==> src/rtl/multicycle_ctrl_fsm_pkg.sv <==
// ctrl_pkg: shared state, opcode and datapath-select encodings for the multi-cycle control FSM.
package ctrl_pkg;
    typedef enum logic [3:0] {S_RST, S_IF, S_ID, S_EX, S_MEM, S_WB, S_TRAP, S_HALT} state_t;
    localparam int unsigned OP_ALU  = 0;
    localparam int unsigned OP_IMM  = 1;
    localparam int unsigned OP_LW   = 2;
    localparam int unsigned OP_SW   = 3;
    localparam int unsigned OP_BR   = 4;
    localparam int unsigned OP_BLTZ = 5;
    localparam int unsigned OP_BZ   = 6;
    localparam int unsigned OP_BNZ  = 7;
    localparam int unsigned OP_B    = 8;
    localparam int unsigned OP_BL   = 9;
    localparam int unsigned OP_BCY  = 10;
    localparam int unsigned OP_BNCY = 11;
    localparam logic [1:0] PC_PLUS4 = 2'b00;
    localparam logic [1:0] PC_REG   = 2'b01;
    localparam logic [1:0] PC_IMM   = 2'b10;
    localparam logic [1:0] PC_TRAP  = 2'b11;
    localparam logic [1:0] RD_RD    = 2'b00;
    localparam logic [1:0] RD_RT    = 2'b01;
    localparam logic [1:0] RD_LINK  = 2'b10;
    localparam logic [1:0] M2R_ALU  = 2'b00;
    localparam logic [1:0] M2R_MEM  = 2'b01;
    localparam logic [1:0] M2R_PC   = 2'b10;
    localparam logic [1:0] ALU_R    = 2'd0;
    localparam logic [1:0] ALU_IMM  = 2'd1;
    localparam logic [1:0] ALU_ADDR = 2'd2;
    localparam logic [1:0] ALU_PASS = 2'd3;
endpackage

==> src/rtl/multicycle_ctrl_fsm_mem_wait_timer.sv <==
// mem_wait_timer: counts consecutive stalled memory-request cycles and flags the one that hits the limit.
module mem_wait_timer #(
    parameter int MEM_TIMEOUT = 16
) (
    input  logic clk,
    input  logic rst_n,
    input  logic req,
    input  logic ready,
    output logic timeout
);
    localparam int W = MEM_TIMEOUT > 1 ? $clog2(MEM_TIMEOUT) : 1;
    localparam logic [W-1:0] LIM = W'(MEM_TIMEOUT > 0 ? MEM_TIMEOUT - 1 : 0);
    logic [W-1:0] count;
    // The stall that would bring the count to the limit is the timeout; a ready in that cycle wins.
    assign timeout = (MEM_TIMEOUT > 0) && req && !ready && count == LIM;
    always_ff @(posedge clk or negedge rst_n) begin
        if (!rst_n) count <= '0;
        else count <= (req && !ready && !timeout) ? count + 1'b1 : '0;
    end
endmodule

==> src/rtl/multicycle_ctrl_fsm.sv <==
// multicycle_ctrl_fsm: IF/ID/EX/MEM/WB control sequencer with memory handshake and stall timeout.
// Define ILLEGAL_TRAP_EN to send unknown opcodes through S_TRAP instead of treating them as NOPs.
module multicycle_ctrl_fsm
    import ctrl_pkg::*;
#(
    parameter int OPCODE_W    = 6,
    parameter int ALUOP_W     = 4,
    parameter int MEM_TIMEOUT = 16
) (
    input  logic                clk,
    input  logic                rst_n,
    input  logic [OPCODE_W-1:0] opcode,
    input  logic                mem_ready,
    input  logic                flag_zero,
    input  logic                flag_sign,
    input  logic                flag_carry,
    output logic                mem_req,
    output logic                mem_we,
    output logic                addr_sel,
    output logic                ir_write,
    output logic                pc_write,
    output logic [1:0]          pc_src,
    output logic                reg_write,
    output logic [1:0]          reg_dst,
    output logic [1:0]          mem_to_reg,
    output logic [ALUOP_W-1:0]  alu_op,
    output logic                alu_src,
    output logic                mem_err,
    output logic                halted,
    output logic [3:0]          state_o
);
`ifdef ILLEGAL_TRAP_EN
    localparam state_t ILL_NEXT = S_TRAP;
`else
    localparam state_t ILL_NEXT = S_IF;
`endif
    state_t state, next;
    logic [OPCODE_W-1:0] op_q;
    logic [31:0] op;
    logic timeout, taken;
    logic [1:0] alu_code;
    assign op       = 32'(op_q);
    assign mem_req  = state == S_IF || state == S_MEM;
    assign addr_sel = state == S_MEM;
    assign mem_we   = state == S_MEM && op == OP_SW;
    assign halted   = state == S_HALT;
    assign state_o  = state;
    assign alu_op   = ALUOP_W'(alu_code);
    mem_wait_timer #(.MEM_TIMEOUT(MEM_TIMEOUT)) u_timer (
        .clk(clk), .rst_n(rst_n), .req(mem_req), .ready(mem_ready), .timeout(timeout)
    );
    always_ff @(posedge clk or negedge rst_n) begin
        if (!rst_n) begin
            state   <= S_RST;
            op_q    <= '0;
            mem_err <= 1'b0;
        end else begin
            state   <= next;
            op_q    <= state == S_ID ? opcode : op_q;
            mem_err <= mem_err | timeout;
        end
    end
    always_comb begin
        case (op)
            OP_BR, OP_B, OP_BL: taken = 1'b1;
            OP_BLTZ:            taken = flag_sign;
            OP_BZ:              taken = flag_zero;
            OP_BNZ:             taken = !flag_zero;
            OP_BCY:             taken = flag_carry;
            OP_BNCY:            taken = !flag_carry;
            default:            taken = 1'b0;
        endcase
    end
    always_comb begin
        next       = state;
        ir_write   = 1'b0;
        pc_write   = 1'b0;
        pc_src     = PC_PLUS4;
        reg_write  = 1'b0;
        reg_dst    = RD_RD;
        mem_to_reg = M2R_ALU;
        alu_code   = ALU_R;
        alu_src    = 1'b0;
        case (state)
            S_RST: next = S_IF;
            S_IF: begin
                ir_write = mem_ready;
                pc_write = mem_ready;
                next     = timeout ? S_HALT : mem_ready ? S_ID : S_IF;
            end
            S_ID: next = 32'(opcode) <= OP_BNCY ? S_EX : ILL_NEXT;
            S_EX: begin
                alu_code = op == OP_ALU ? ALU_R : op == OP_IMM ? ALU_IMM : op <= OP_SW ? ALU_ADDR : ALU_PASS;
                alu_src  = op == OP_IMM || op == OP_LW || op == OP_SW;
                pc_write = taken;
                pc_src   = !taken ? PC_PLUS4 : op == OP_BR ? PC_REG : PC_IMM;
                next     = (op <= OP_IMM || op == OP_BL) ? S_WB : op <= OP_SW ? S_MEM : S_IF;
            end
            S_MEM: next = timeout ? S_HALT : !mem_ready ? S_MEM : op == OP_LW ? S_WB : S_IF;
            S_WB: begin
                reg_write  = 1'b1;
                reg_dst    = op == OP_LW ? RD_RT : op == OP_BL ? RD_LINK : RD_RD;
                mem_to_reg = op == OP_LW ? M2R_MEM : op == OP_BL ? M2R_PC : M2R_ALU;
                next       = S_IF;
            end
            S_TRAP: begin
                pc_write = 1'b1;
                pc_src   = PC_TRAP;
                next     = S_IF;
            end
            default: next = S_HALT;
        endcase
    end
endmodule

==> config.mk <==
export PLATFORM = sky130hd
export DESIGN_NAME = multicycle_ctrl_fsm
export DESIGN_NICKNAME = d
export VERILOG_FILES = /design/src/rtl/multicycle_ctrl_fsm_pkg.sv /design/src/rtl/multicycle_ctrl_fsm_mem_wait_timer.sv /design/src/rtl/multicycle_ctrl_fsm.sv
export SDC_FILE = /design/constraint.sdc
export NUM_CORES = 1
export LEC_CHECK = 0
export CORE_UTILIZATION = 43
export DETAILED_ROUTE_END_ITERATION = 16
export PLACE_DENSITY_LB_ADDON = 0.25
export SLEW_MARGIN = 15
export SYNTH_ARGS = -nofsm -noshare
export SYNTH_HDL_FRONTEND = slang
export SYNTH_SLANG_ARGS = --single-unit
==> constraint.sdc <==
create_clock -name clk -period 2.25 [get_ports clk]
set_clock_uncertainty 0.2 [all_clocks]
set_input_delay 0.45 -clock clk [delete_from_list [all_inputs] [get_ports clk]]
set_output_delay 0.45 -clock clk [all_outputs]
set_load 0.05 [all_outputs]
==> summary.md <==
| Metric | Value |
|---|---|
| Status | finished with violations |
| Violated checks | negative setup slack |
| Number of flops mapped to enable cells by yosys | 0 |
| Final Critical Period | around 2.4 ns |
| Area growth from synthesis to layout | 78.5% |
| Beginning of the worst hold path | u_timer.count[0] |
| Core area | 2000 µm² |
| CP max FO | 2 |
| First DRT Iteration DRCs | 19 |
| Largest family of logic cells by synthesized area | simple AND/OR/NAND/NOR gates |
| CTS tree | yes |
| Leakage power total | roughly 0.70 nW |
| Fraction of layout instances using a drive strength above 1 | 50.0% |
| Starting density of the core | a little under half |
| Clock latency on the worst-skew pair | 0.28 ns |
| Setup violators final | 6 |
| Adder and majority cell fraction of the synthesized area | about 1.3% |
| Multiplexer fraction of the synthesized cell area | around 7.1% |
| Vias per cell | roughly 5.5 |
| DRC errors left | 0 |
| Number of clock sinks | 14 |
| Worst-Margin Slew | between 0.5 and 0.6 ns |
| Slowest Stage Delay on Critical Path | ~0.57 ns |
| Top cell family by delay on the critical path | simple AND/OR/NAND/NOR gates |
| Remaining number of nets flagged by the antenna check after routing | 0 |
| Worst max-slew margin expressed relative to the limit | between 60% and 70% |
| DIE WIDTH | between 40 and 50 µm |
| Share of the synthesized area in compound gates (AO/OA/AOI/OAI) | about an eighth |
| Clock Pin Slew Worst Setup and Hold Paths | ~0.08 ns |
| Logic depth of the worst register-to-register path | 3 |
| Count of nets after finishing | ~160 |
| End of the worst register-to-register path | op_q[0] |
| Flop-to-flop setup slack | around 0.45 ns |
| RSZ-0062 raised after global routing | yes |
| Share of the clock period used by the worst path after layout | 105% |
| Antenna Diode Count | 0 |
| Power density cells | ~1400 nW/µm² |
| Router iterations before antenna repair | 4 |
| Worst min path class | reg2reg |
| Critical-path cell list | or4_4 > nor4_4 > buf_4 > buf_12 |
| Area of the die | between 2000 and 2500 µm² |
| Yosys cell types | 42 |
| Number of register bits inferred by synthesis | 14 |
| Final HPWL DP | 1920 µm |
| Proportion of synthesized chip area in sequential cells | between 30 and 40% |
| Final hold vios | 0 |
| Worst setup margin | -0.103 ns |
| Overall power of the completed layout | roughly 2.4 mW |
| Maximum level of the CTS H-tree | 1 |
| Post-layout instance area | 1660 µm² |
| Type of element launching the critical path | flop |
| Total GRT Usage | between 20% and 30% |
| RePlAce Congestion | 0.819 |
| Placed Area | approximately 1500 µm² |
| F_max | between 400 and 500 MHz |
| Routed wire per std cell | between 15 and 20 µm |
| Warning count from the yosys run | 0 |
| Cell at the root of the clock tree | clkbuf_4 |
| Number of cells on the worst hold path | 1 |
| Peak supply drop | 0.000908 V |
| Number of buffer and inverter stages on the critical path | 2 |
| Data arrival time at the worst-slack endpoint | approximately 1.7 ns |
| Element type at the critical path end | output port |
| Top FF cell, synth | dfrtp_1 |
| Overflow left after global routing | 0 |
| Number of violations of the max-capacitance limit | 0 |
| Max clock buf depth | 2 |
| Buffers added on ports | 31 |
| Initial antenna violation count | 0 |
| Slowest stage cell on the critical path | or4_4 |
| Setup Total Neg Slack | -0.564 ns |
| Largest net degree at the start of global routing | 17 |
| Die boundary height | approximately 49 µm |
| Number of placement rows | 16 |
| Top-level I/O count | 35 |
| Post-Route WL | ~2700 µm |
| CP Class | reg2out |
| Global-route wire length before repair | between 4000 and 5000 µm |
| Async set-or-reset flop fraction in the synthesized netlist | 100% |
| Number of buffers created by CTS | 3 |
| Avg Inst Size Synth | between 9 and 10 µm² |
| Fillers | between 100 and 150 |
| Vias in the first global route | 980 |
| Critical path required time | 1.60 ns |
| Via count | about 940 |
| Count of mapped cells out of synthesis | slightly below 100 |
| Fraction of synthesized cell area in xor and xnor cells | around 3.8% |
| Cell area after synthesis | between 900 and 1000 µm² |
| Final-report max-slew violation count | 0 |
| Worst Hold End | u_timer.count[0] |
| Startpoint of the lowest-slack register-to-register path | state_o[1] |
| Post-synthesis share of cell area spent on and, or, nand and nor gates | 28.8% |
| Smallest hold slack | between 0.2 and 0.3 ns |
-- sequential cells by signal, summed over array words and instances (netlist names) --
name           flops
mem_err            1
op_q               6
state_o            3
u_timer.count      4
-- stage by stage --
stage          setup WS [ns]  util (%)  std cells
3_5_place_dp          -0.113      75.8        158
2_1_floorplan         -0.354         -        101
3_3_place_gp         -0.0577      75.8        158
4_1_cts               -0.103      81.6        168
5_1_grt               -0.171      83.0        169
6_report              -0.103      83.0        169
-- Yosys cell counts (all sizes together) (2+ instances only) --
master  count  share of area (%)
dfrtp      14                 38
nor2       10                4.0
nand2       9                3.6
buf         8                7.0
mux2        5                6.0
nand2b      5                5.0
o21ai       5                3.1
a21oi       3                1.6
inv         3                1.2
nand3       3                1.6
nand3b      3                2.4
nor4        3                2.0
xnor2       3                2.8
nor3        2                1.1
or4         2                2.0
-- worst max-delay path by stage --
stage / start / endpoint / depth (start not counted)
2_1_floorplan: op_q[3] / reg_dst[0] / 3
3_3_place_gp: flag_zero / pc_write / 6
3_5_place_dp: flag_zero / pc_write / 6
4_1_cts: op_q[4] / alu_src / 4
5_1_grt: op_q[0] / pc_src[0] / 5
6_report: op_q[2] / mem_to_reg[0] / 4
-- kinds of logic after synthesis --
family / after synthesis
AOI/OAI and AO/OA: 17
xor gates and xnor gates: 4
adders and majority gates: 1
and+or+nand+nor: 44
other: 1
DFF: 14
buffers and inverters: 12
muxes: 6
-- layout by cell type, fill, tap and decap left out, drive strengths merged --
cell,n
a211o,1
a211oi,1
a21boi,1
a21oi,3
a221oi,1
a31oi,1
and3,1
and4b,1
and4bb,1
buf,35
clkbuf,3
clkdlybuf4s50,11
conb,3
dfrtp,14
dlymetal6s2s,1
ha,1
inv,3
mux2,5
mux2i,1
nand2,9
nand2b,5
nand3,3
nand3b,3
nor2,10
nor2b,1
nor3,2
nor3b,1
nor4,3
nor4bb,1
o211ai,1
o21ai,5
o21bai,1
o22a,1
o31a,1
or2,1
or4,2
xnor2,3
xor2,1
-- where the power goes --
| group | total [mW] | internal (mW) | switching, mW |
|---|---|---|---|
| registers | 0.455 | 0.349 | 0.106 |
| logic | 1.76 | 0.797 | 0.963 |
| clock network | 0.140 | 0.0622 | 0.0773 |
-- what timing repair did --
action,CTS,global route
cloned,0,0
endpoints found under the hold margin,0,0
resized for setup,10,5
endpoints found under the setup margin,11,11
pin swaps,9,4
setup buffers,7,1
hold buffers,0,0
-- area by class of cell --
cell class | count | area (µm²) | share of cell area [%]
Clock buffer | 3 | 22.5 | 1.36
Inverter | 3 | 11.3 | 0.678
Multi-Input combinational cell | 75 | 632 | 38.0
Sequential cell | 14 | 353 | 21.2
Tap cell | 27 | 33.8 | 2.03
Timing Repair Buffer | 47 | 609 | 36.7
-- metal layers --
| metal | global-route usage, % | vias up | wire (µm) |
|---|---|---|---|
| li1 | - | 431 | - |
| met3 | 4.40 | 11 | 127 |
| met2 | 44.6 | 40 | 1400 |
| met5 | 0 | - | 0 |
| met1 | 29.4 | 453 | 1080 |
| met4 | 17.2 | 0 | 94 |
Power figures use the tool's default switching activity.
